===== config.mk =====
export PLATFORM = sky130hd
export DESIGN_NAME = fetch_stage_flat
export DESIGN_NICKNAME = d
export VERILOG_FILES = /design/src/rtl/fetch_pkg.sv /design/src/rtl/fetch_if.sv /design/src/rtl/fetch_stage_imm_gen.sv /design/src/rtl/fetch_stage.sv /design/src/flat_wrapper.sv
export SDC_FILE = /design/constraint.sdc
export NUM_CORES = 1
export LEC_CHECK = 0
export CAP_MARGIN = 0
export CELL_PAD_IN_SITES_DETAIL_PLACEMENT = 0
export CELL_PAD_IN_SITES_GLOBAL_PLACEMENT = 2
export CORE_MARGIN = 2
export CORE_UTILIZATION = 30
export DETAILED_ROUTE_END_ITERATION = 16
export PLACE_DENSITY_LB_ADDON = 0.15
export SYNTH_ARGS = -nofsm -noshare
export SYNTH_HDL_FRONTEND = slang
export SYNTH_HIERARCHICAL = 1
export SYNTH_SLANG_ARGS = --single-unit

===== constraint.sdc =====
create_clock -name clk -period 2.75 [get_ports clk]
set_input_delay 0.4125 -clock clk [delete_from_list [all_inputs] [get_ports clk]]
set_output_delay 0.4125 -clock clk [all_outputs]
set_load 0.1 [all_outputs]

===== src/rtl/fetch_pkg.sv =====
`default_nettype none
//============================================================================
// Module      : fetch_pkg
// Description : Shared constants for the fetch stage: RISC-V base opcodes
//               used by immediate generation, the bubble (NOP) word and the
//               fetch FSM state encoding.
// Revision    : 1.0 - initial release
//============================================================================
package fetch_pkg;

    // Base opcodes that carry an immediate
    localparam logic [6:0] OP_IMM = 7'b0010011;
    localparam logic [6:0] LOAD   = 7'b0000011;
    localparam logic [6:0] JALR   = 7'b1100111;
    localparam logic [6:0] STORE  = 7'b0100011;
    localparam logic [6:0] BRANCH = 7'b1100011;
    localparam logic [6:0] LUI    = 7'b0110111;
    localparam logic [6:0] AUIPC  = 7'b0010111;
    localparam logic [6:0] JAL    = 7'b1101111;

    // addi x0,x0,0 -- what decode sees whenever there is no real instruction
    localparam logic [31:0] NOP_WORD = 32'h0000_0013;

    // Fetch FSM: FETCH issues requests, FLUSH is the one dead cycle after a
    // redirect so the memory can retarget to the new PC.
    typedef logic [0:0] fetch_state_t;
    localparam fetch_state_t ST_FETCH = 1'b0;
    localparam fetch_state_t ST_FLUSH = 1'b1;

endpackage : fetch_pkg
`default_nettype wire


===== src/rtl/fetch_if.sv =====
`default_nettype none
//============================================================================
// Module      : fetch_if
// Description : Instruction-memory request/valid handshake between the fetch
//               stage (master) and instruction memory (slave).
//               imem_req   - fetch request
//               imem_addr  - fetch byte address
//               imem_rdata - returned instruction word
//               imem_valid - imem_rdata valid this cycle
// Revision    : 1.0 - initial release
//============================================================================
interface fetch_if #(
    parameter int PC_WIDTH = 8
);
    logic                imem_req;
    logic [PC_WIDTH-1:0] imem_addr;
    logic [31:0]         imem_rdata;
    logic                imem_valid;

    modport master (
        output imem_req,
        output imem_addr,
        input  imem_rdata,
        input  imem_valid
    );

    modport slave (
        input  imem_req,
        input  imem_addr,
        output imem_rdata,
        output imem_valid
    );

endinterface : fetch_if
`default_nettype wire


===== src/rtl/fetch_stage_imm_gen.sv =====
`default_nettype none
//============================================================================
// Module      : imm_gen
// Description : Combinational immediate generator. Selects the immediate
//               format from the opcode, sign-extends to 32 bits and returns
//               the low WIDTH bits.
//               i_instr - 32-bit instruction word
//               o_imm   - truncated, sign-extended immediate
// Revision    : 1.0 - initial release
//============================================================================
module imm_gen
    import fetch_pkg::*;
#(
    parameter int WIDTH = 8
) (
    input  wire logic [31:0]      i_instr,
    output logic      [WIDTH-1:0] o_imm
);

    logic [31:0] w_imm32;

    always_comb begin
        w_imm32 = 32'd0;
        case (i_instr[6:0])
            OP_IMM, LOAD, JALR:
                w_imm32 = {{20{i_instr[31]}}, i_instr[31:20]};
            STORE:
                w_imm32 = {{20{i_instr[31]}}, i_instr[31:25], i_instr[11:7]};
            BRANCH:
                w_imm32 = {{19{i_instr[31]}}, i_instr[31], i_instr[7],
                           i_instr[30:25], i_instr[11:8], 1'b0};
            LUI, AUIPC:
                w_imm32 = {i_instr[31:12], 12'd0};
            JAL:
                w_imm32 = {{11{i_instr[31]}}, i_instr[31], i_instr[19:12],
                           i_instr[20], i_instr[30:21], 1'b0};
            default:
                w_imm32 = 32'd0;
        endcase
    end

    assign o_imm = w_imm32[WIDTH-1:0];

    // Upper bits are dropped by design when WIDTH < 32
    logic w_unused_imm;
    assign w_unused_imm = &{1'b0, w_imm32};

endmodule : imm_gen
`default_nettype wire


===== src/rtl/fetch_stage.sv =====
`default_nettype none
//============================================================================
// Module      : fetch_stage
// Description : Front-end fetch stage. Holds the PC, fetches instructions
//               over the imem handshake, and presents decoded fields to the
//               decode stage. The immediate is emitted one cycle ahead of the
//               fields because decode registers it one extra stage.
//   clk, rst         - clock, synchronous active-high reset
//   i_stall          - freeze request from downstream
//   i_redirect       - taken branch/jump, load PC from i_redirect_pc
//   i_redirect_pc    - redirect target (bits [1:0] ignored)
//   imem             - instruction memory handshake (master side)
//   o_r_reg1/o_r_reg2/o_wr_reg, o_func3, o_func7, o_opcode - raw fields
//   o_immediate_data - immediate of the next instruction
//   o_pc_out         - address of instruction on the field outputs
//   o_valid_out      - fields carry a real instruction
// Revision    : 1.0 - initial release
//============================================================================
module fetch_stage
    import fetch_pkg::*;
#(
    parameter int WIDTH    = 8,
    parameter int PC_WIDTH = 8
) (
    input  wire logic                clk,
    input  wire logic                rst,
    input  wire logic                i_stall,
    input  wire logic                i_redirect,
    input  wire logic [PC_WIDTH-1:0] i_redirect_pc,
    fetch_if.master                  imem,
    output logic      [4:0]          o_r_reg1,
    output logic      [4:0]          o_r_reg2,
    output logic      [4:0]          o_wr_reg,
    output logic      [2:0]          o_func3,
    output logic      [6:0]          o_func7,
    output logic      [6:0]          o_opcode,
    output logic      [WIDTH-1:0]    o_immediate_data,
    output logic      [PC_WIDTH-1:0] o_pc_out,
    output logic                     o_valid_out
);

    localparam logic [PC_WIDTH-1:0] C_PC_STEP = PC_WIDTH'(4);

    fetch_state_t        r_state;
    logic [PC_WIDTH-1:0] r_pc;

    // Hold register: the word accepted last cycle, waiting to drive fields
    logic [31:0]         r_hold_word;
    logic [PC_WIDTH-1:0] r_hold_pc;
    logic                r_hold_valid;

    logic [31:0]         r_field_word;
    logic [PC_WIDTH-1:0] r_pc_out;
    logic                r_valid_out;
    logic [WIDTH-1:0]    r_imm;

    logic                w_req;
    logic                w_accept;
    logic [WIDTH-1:0]    w_imm_next;
    logic [PC_WIDTH-1:0] w_redirect_pc;

    assign w_req         = (r_state == ST_FETCH) && !i_stall && !i_redirect;
    // imem_valid only means something while a request is outstanding
    assign w_accept      = w_req && imem.imem_valid;
    assign w_redirect_pc = {i_redirect_pc[PC_WIDTH-1:2], 2'b00};

    assign imem.imem_req  = w_req;
    assign imem.imem_addr = r_pc;

    imm_gen #(
        .WIDTH   (WIDTH)
    ) u_imm_gen (
        .i_instr (imem.imem_rdata),
        .o_imm   (w_imm_next)
    );

    always_ff @(posedge clk) begin
        if (rst) begin
            r_state      <= ST_FETCH;
            r_pc         <= '0;
            r_hold_word  <= NOP_WORD;
            r_hold_pc    <= '0;
            r_hold_valid <= 1'b0;
            r_field_word <= NOP_WORD;
            r_pc_out     <= '0;
            r_valid_out  <= 1'b0;
            r_imm        <= '0;
        end else if (i_redirect) begin
            // Anything in flight belongs to the wrong path: drop it
            r_state      <= ST_FLUSH;
            r_pc         <= w_redirect_pc;
            r_hold_word  <= NOP_WORD;
            r_hold_valid <= 1'b0;
            r_field_word <= NOP_WORD;
            r_valid_out  <= 1'b0;
            r_imm        <= '0;
        end else if (i_stall) begin
            // Everything frozen, except FLUSH always lasts exactly one cycle
            r_state <= ST_FETCH;
        end else begin
            r_state      <= ST_FETCH;
            r_field_word <= r_hold_word;
            r_pc_out     <= r_hold_pc;
            r_valid_out  <= r_hold_valid;
            if (w_accept) begin
                r_hold_word  <= imem.imem_rdata;
                r_hold_pc    <= r_pc;
                r_hold_valid <= 1'b1;
                r_imm        <= w_imm_next;
                r_pc         <= r_pc + C_PC_STEP;
            end else begin
                r_hold_word  <= NOP_WORD;
                r_hold_valid <= 1'b0;
                r_imm        <= '0;
            end
        end
    end

    // Fields are plain bit slices regardless of instruction format
    assign o_r_reg1         = r_field_word[19:15];
    assign o_r_reg2         = r_field_word[24:20];
    assign o_wr_reg         = r_field_word[11:7];
    assign o_func3          = r_field_word[14:12];
    assign o_func7          = r_field_word[31:25];
    assign o_opcode         = r_field_word[6:0];
    assign o_immediate_data = r_imm;
    assign o_pc_out         = r_pc_out;
    assign o_valid_out      = r_valid_out;

    logic w_unused_redirect_pc;
    assign w_unused_redirect_pc = &{1'b0, i_redirect_pc[1:0]};

endmodule : fetch_stage
`default_nettype wire


===== src/flat_wrapper.sv =====
// flat-port wrapper written by rule: the top's interface ports become plain ports
module fetch_stage_flat import fetch_pkg::*;
#(
    parameter int WIDTH    = 8,
    parameter int PC_WIDTH = 8
)
  (clk, rst, i_stall, i_redirect, i_redirect_pc, o_r_reg1, o_r_reg2, o_wr_reg, o_func3, o_func7, o_opcode, o_immediate_data, o_pc_out, o_valid_out, imem_imem_req, imem_imem_addr, imem_imem_rdata, imem_imem_valid);
  fetch_if #(.PC_WIDTH(PC_WIDTH)) imem_i ();
  input  wire logic clk;
  input  wire logic rst;
  input  wire logic i_stall;
  input  wire logic i_redirect;
  input  wire logic [PC_WIDTH-1:0] i_redirect_pc;
  output logic      [4:0] o_r_reg1;
  output logic      [4:0] o_r_reg2;
  output logic      [4:0] o_wr_reg;
  output logic      [2:0] o_func3;
  output logic      [6:0] o_func7;
  output logic      [6:0] o_opcode;
  output logic      [WIDTH-1:0] o_immediate_data;
  output logic      [PC_WIDTH-1:0] o_pc_out;
  output logic o_valid_out;
  output wire logic [$bits(imem_i.imem_req)-1:0] imem_imem_req;
  output wire logic [$bits(imem_i.imem_addr)-1:0] imem_imem_addr;
  input wire logic [$bits(imem_i.imem_rdata)-1:0] imem_imem_rdata;
  input wire logic [$bits(imem_i.imem_valid)-1:0] imem_imem_valid;
  assign imem_imem_req = imem_i.imem_req;
  assign imem_imem_addr = imem_i.imem_addr;
  assign imem_i.imem_rdata = imem_imem_rdata;
  assign imem_i.imem_valid = imem_imem_valid;
  fetch_stage #(.WIDTH(WIDTH), .PC_WIDTH(PC_WIDTH)) u_core (.clk(clk), .rst(rst), .i_stall(i_stall), .i_redirect(i_redirect), .i_redirect_pc(i_redirect_pc), .imem(imem_i), .o_r_reg1(o_r_reg1), .o_r_reg2(o_r_reg2), .o_wr_reg(o_wr_reg), .o_func3(o_func3), .o_func7(o_func7), .o_opcode(o_opcode), .o_immediate_data(o_immediate_data), .o_pc_out(o_pc_out), .o_valid_out(o_valid_out));
endmodule

## After elaboration in Yosys (flattened, before gate mapping)

Cells that the tools add are included.

- Register bits after elaboration: 99
- Output and inout bits: 58
- Word-level logic and storage cells: 44

- $add $sub $neg: 1
- Equality and inequality tests: 9
- Mux-type cells: 8
- Bitwise operators: 3
- Reductions and logical operators: 13

Operators by type and width:

| kind | number |
|---|---|
| $pmux W8 S5 | 1 |
| $mux W32 | 1 |
| $mux W8 | 4 |
| $eq A7 B7 Y1 const B | 3 |
| $eq A7 B5 Y1 const B | 2 |
| $eq A7 B6 Y1 const B | 2 |
| $add A8 B3 Y8 const B | 1 |
| $eq A7 B2 Y1 const B | 1 |
| $reduce_and A2 Y1 | 3 |
| $reduce_or A2 Y1 | 2 |
| $logic_and A1 B1 Y1 | 3 |
| $not A1 Y1 | 3 |
| $reduce_and A3 Y1 | 1 |
| $reduce_or A3 Y1 | 1 |
| $logic_not A1 Y1 | 2 |
| $mux W1 | 2 |
| $ne A2 B1 Y1 const B | 1 |
| $reduce_bool A2 Y1 | 1 |

## Logic depth before layout (Yosys ltp)

- Depth in word-level cells: 7
- Gate-level depth with buffers: 5
- Mapped depth without buffers: 5

## Cells and area by module

Netlist, hierarchy kept.

By module, submodules not included:

| module | times used | cells each | area an instance (µm²) | sequential area each (µm²) |
|---|---|---|---|---|
| fetch_stage | 1 | 346 | 3,298.2 | 1,861.8 |
| imm_gen | 1 | 18 | 175.2 | 0.0 |

## Least setup slack after synthesis

No wires, ideal clock.

- Kind: input to output
- From: in i_stall
- To: out imem_imem_req
- Data arrival time: 2.883 ns
- Data required time: 2.338 ns
- Path slack: -0.546 ns
- Stages on the path: 3
- Buffers on the path: 2
- Cell sequence: clkbuf_1 -> clkbuf_1 -> nor3_1

- Word-level cells in the longest chain between the ends: 3

RTL lines:

| item | line | source |
|---|---|---|
| start, declared | flat_wrapper.sv:11 | `input wire logic i_stall;` |
| $logic_not A1 Y1 | fetch_stage.sv:62 | `assign w_req = (r_state == ST_FETCH) && !i_stall && !i_redirect;` |
| $logic_and A1 B1 Y1 (2 in series) | fetch_stage.sv:62 |  |
| end, declared | flat_wrapper.sv:23 | `output wire logic [$bits(imem_i.imem_req)-1:0] imem_imem_req;` |

No other way between the ends.

## Final worst setup path

- From: in imem_imem_valid
- To: reg u_core.r_pc[7], in the netlist u_core/imem.imem_addr[7]

- Word-level cells in the longest chain between the ends: 3

RTL lines:

| item | line | source |
|---|---|---|
| start, declared | flat_wrapper.sv:26 | `input wire logic [$bits(imem_i.imem_valid)-1:0] imem_imem_valid;` |
| $logic_and A1 B1 Y1 | fetch_stage.sv:64 | `assign w_accept = w_req && imem.imem_valid;` |
| $reduce_bool A2 Y1 (no line) | -- |  |
| $reduce_and A2 Y1 (no line) | -- |  |
| end signal, assigned | fetch_stage.sv:91 | `r_pc <= w_redirect_pc;` |
| end signal, assigned | fetch_stage.sv:110 | `r_pc <= r_pc + C_PC_STEP;` |
| end, declared | fetch_stage.sv:45 | `logic [PC_WIDTH-1:0] r_pc;` |

No other way between the ends.
A chain may end at the register's enable or synchronous reset.

==> results.json <==
{
  "htree_levels": 3,
  "nets": 497,
  "synth.top_cell.area_share_pct": 53.6,
  "dr_total_vias": 2826,
  "route.met3.wl_um": 603,
  "tns_ps": 0,
  "hold_depth": 2,
  "wl_per_cell_um": 14.7,
  "row_count": 39,
  "max_slew_margin_pct": 55.3,
  "drt_iter0_drc": 134,
  "ir_drop_mv": 0.378,
  "die_h_um": 112,
  "synth-seq-cells": 93,
  "synthFlopType": "dfxtp_1",
  "diodes": 0,
  "synthArstFlopShare_pct": 0,
  "hpwl_um": 5800,
  "ys_warn_count": 6,
  "cap_violations": 0,
  "cts_setup_buffers": 0,
  "holdPathEnd": "u_core/o_pc_out[6]$_SDFFE_PP0P_",
  "finalMaxSlewViolations": 0,
  "synth_top_cell_by_area": "dfxtp_1",
  "grt.overflow.total": 0,
  "clock_skew_ps": 4.90,
  "fmax_mhz": 507,
  "crit_type": "in2reg",
  "synthTopCellsByArea": "dfxtp_1, mux2i_1, a22oi_1, nor2_1, nand2_1",
  "outcome": "completed",
  "worstPathRequired_ps": 3020,
  "fin_cells": 598,
  "leakage_nw": 1.83,
  "rr_worst_depth": 3,
  "clockBufferDepth": 2,
  "rr_startpoint": "u_core/r_state$_SDFF_PP0_",
  "core_mm2": 0.0114,
  "first_pass_iters": 4,
  "whs_ps": 454,
  "placed_cell_area_mm2": 0.00446,
  "setup_violations": 0,
  "post_cts_resized": 0,
  "cts_buffers": 9,
  "routed_wl_um": 8800,
  "drtAntennaViolNets": 0,
  "yosys-top-cells-count": "dfxtp_1, nor2_1, a22oi_1, mux2i_1, nand2_1",
  "p_per_area_mw_per_mm2": 605,
  "dp.cells": 583,
  "grt_use_total_pct": 14.3,
  "cts.hold.buffers_added": 0,
  "fin_crit_ps": 1970,
  "power_mw": 2.87,
  "multi_input_area_mm2": 0.00149,
  "grt_pass1_wl_um": 14100,
  "clk_pin_slew_ps": 60,
  "clock-root-buffer": "clkbuf_16",
  "io_pins": 103,
  "tightest_slew_ps": 670,
  "gp_congestion": 0.751,
  "seqCellArea_mm2": 0.00186,
  "antenna_found_initial": 0,
  "period_share_pct": 71.7,
  "route.detailed.drc": 0,
  "netlist_area_mm2": 0.00347,
  "synth_edf_count": 0,
  "cts_tree": "yes",
  "portBuffers": 96,
  "die_area_mm2": 0.0125,
  "via_per_inst": 4.73,
  "die_w_um": 112,
  "syn_avg_cell_area_um2": 9.54,
  "hold_viol": 0,
  "hp-start": "u_core/r_hold_pc[6]$_SDFFE_PP0P_",
  "startpoint_type": "input pin",
  "wl_met1_um": 3990,
  "ys_seq_area_share_pct": 53.6,
  "area_growth_pct": 36.4,
  "ff2ff_setup_slack_ps": 990,
  "grt_pass1_vias": 2685,
  "cp.arrival_ps": 2240,
  "synth_most_common_cell": "dfxtp_1",
  "worstSetupEndpointType": "flip-flop",
  "critical_path.max_fanout": 9,
  "fin_area_mm2": 0.00474,
  "timing.rr.end": "u_core/imem.imem_addr[7]$_SDFFE_PP0P_",
  "final_layout_size_suffix_gt1_share_pct": 17.6,
  "dr_wl_met2_um": 4070,
  "clock_latency_ps": 340,
  "initial_core_util_pct": 30.5,
  "fill_cells": 1165,
  "rsz0062_at_grt": "no",
  "grt_start_max_net_pins": 50,
  "cts_sinks": 93,
  "synth_cell_types": 41,
  "maxUsedRoutingLayer": "met4",
  "netlist_instances": 364,
  "min_path_type": "reg2reg"
}
## power breakdown
group / internal (mW) / switching (mW)
Sequential: 1.36 / 0.0140
Combinational: 0.110 / 0.187
Clock: 0.700 / 0.493
## per-layer routing
metal,vias to the layer above,track usage (%)
li1,1440,-
met5,-,0
met4,0,5.19
met1,1302,17.3
met2,74,22.7
met3,10,6.53
## critical path, stage by stage
cell             delay, ps
clkdlybuf4s50_1        520
or4b_1                 630
or4_1                  550
a31oi_1                130
## logic make-up (layout without fill, tap and decap cells)
family	after synthesis	after routing	share of synthesized area [%]
simple gates	121	121	15.8
flops	93	93	53.6
compound gates	78	78	15.6
mux	34	34	9.83
buf+inv	34	122	4.18
xor+xnor	2	2	0.504
fa+ha+maj	1	1	0.360
other cells	1	4	0.108
## cell type report
cell class                 instances  share of cell area, %
timing repair buffer             104                   19.4
inverter                           3                  0.238
multi-input combinational        240                   31.4
sequential                        93                   39.3
clock buffer                      13                   5.07
clock inverter                     2                  0.740
tap                              143                   3.78
## worst max-delay path by stage
stage	start	end	slack, ps
after floorplan	i_stall	imem_imem_req	300
after global placement	imem_imem_valid	u_core/imem.imem_addr[7]$_SDFFE_PP0P_	430
after detailed placement	imem_imem_valid	u_core/imem.imem_addr[7]$_SDFFE_PP0P_	430
after CTS	imem_imem_valid	u_core/imem.imem_addr[7]$_SDFFE_PP0P_	770
after global routing	imem_imem_valid	u_core/imem.imem_addr[7]$_SDFFE_PP0P_	700
final	imem_imem_valid	u_core/imem.imem_addr[7]$_SDFFE_PP0P_	780
## flip-flops by register name, indices dropped and copies added, names as in the netlist
signal and count:
u_core/r_field_word 32, u_core/r_hold_word 32, u_core/o_immediate_data 8, u_core/imem.imem_addr 6, u_core/o_pc_out 6, u_core/r_hold_pc 6, u_core/o_valid_out 1, u_core/r_hold_valid 1
u_core/r_state 1
## per-stage QoR
stage,utilization (%),setup slack (ps)
2_1_floorplan,-,299
3_3_place_gp,39.2,429
3_5_place_dp,39.2,429
4_1_cts,41.7,768
5_1_grt,41.7,702
6_report,41.7,779
## layout by cell type, fill, tap and decap left out, types with 2 or more instances in the layout
cell type / netlist / final
buf_4: 4 / 60
buf_12: 0 / 3
a31oi_1: 4 / 4
conb_1: 1 / 4
inv_1: 2 / 2
nor2_1: 72 / 72
dfxtp_1: 93 / 93
clkdlybuf4s50_1: 0 / 41
nand3_1: 3 / 3
o21ai_0: 6 / 6
nand2_1: 29 / 29
or3_1: 2 / 2
a22o_1: 4 / 4
mux2i_1: 33 / 33
a21oi_1: 14 / 14
and2_1: 4 / 4
a211oi_1: 2 / 2
clkbuf_16: 0 / 9
clkbuf_1: 22 / 4
xnor2_1: 2 / 2
o22ai_1: 4 / 4
a22oi_1: 38 / 38
o211ai_1: 2 / 2
No activity file was read; power rests on OpenSTA's default activity.
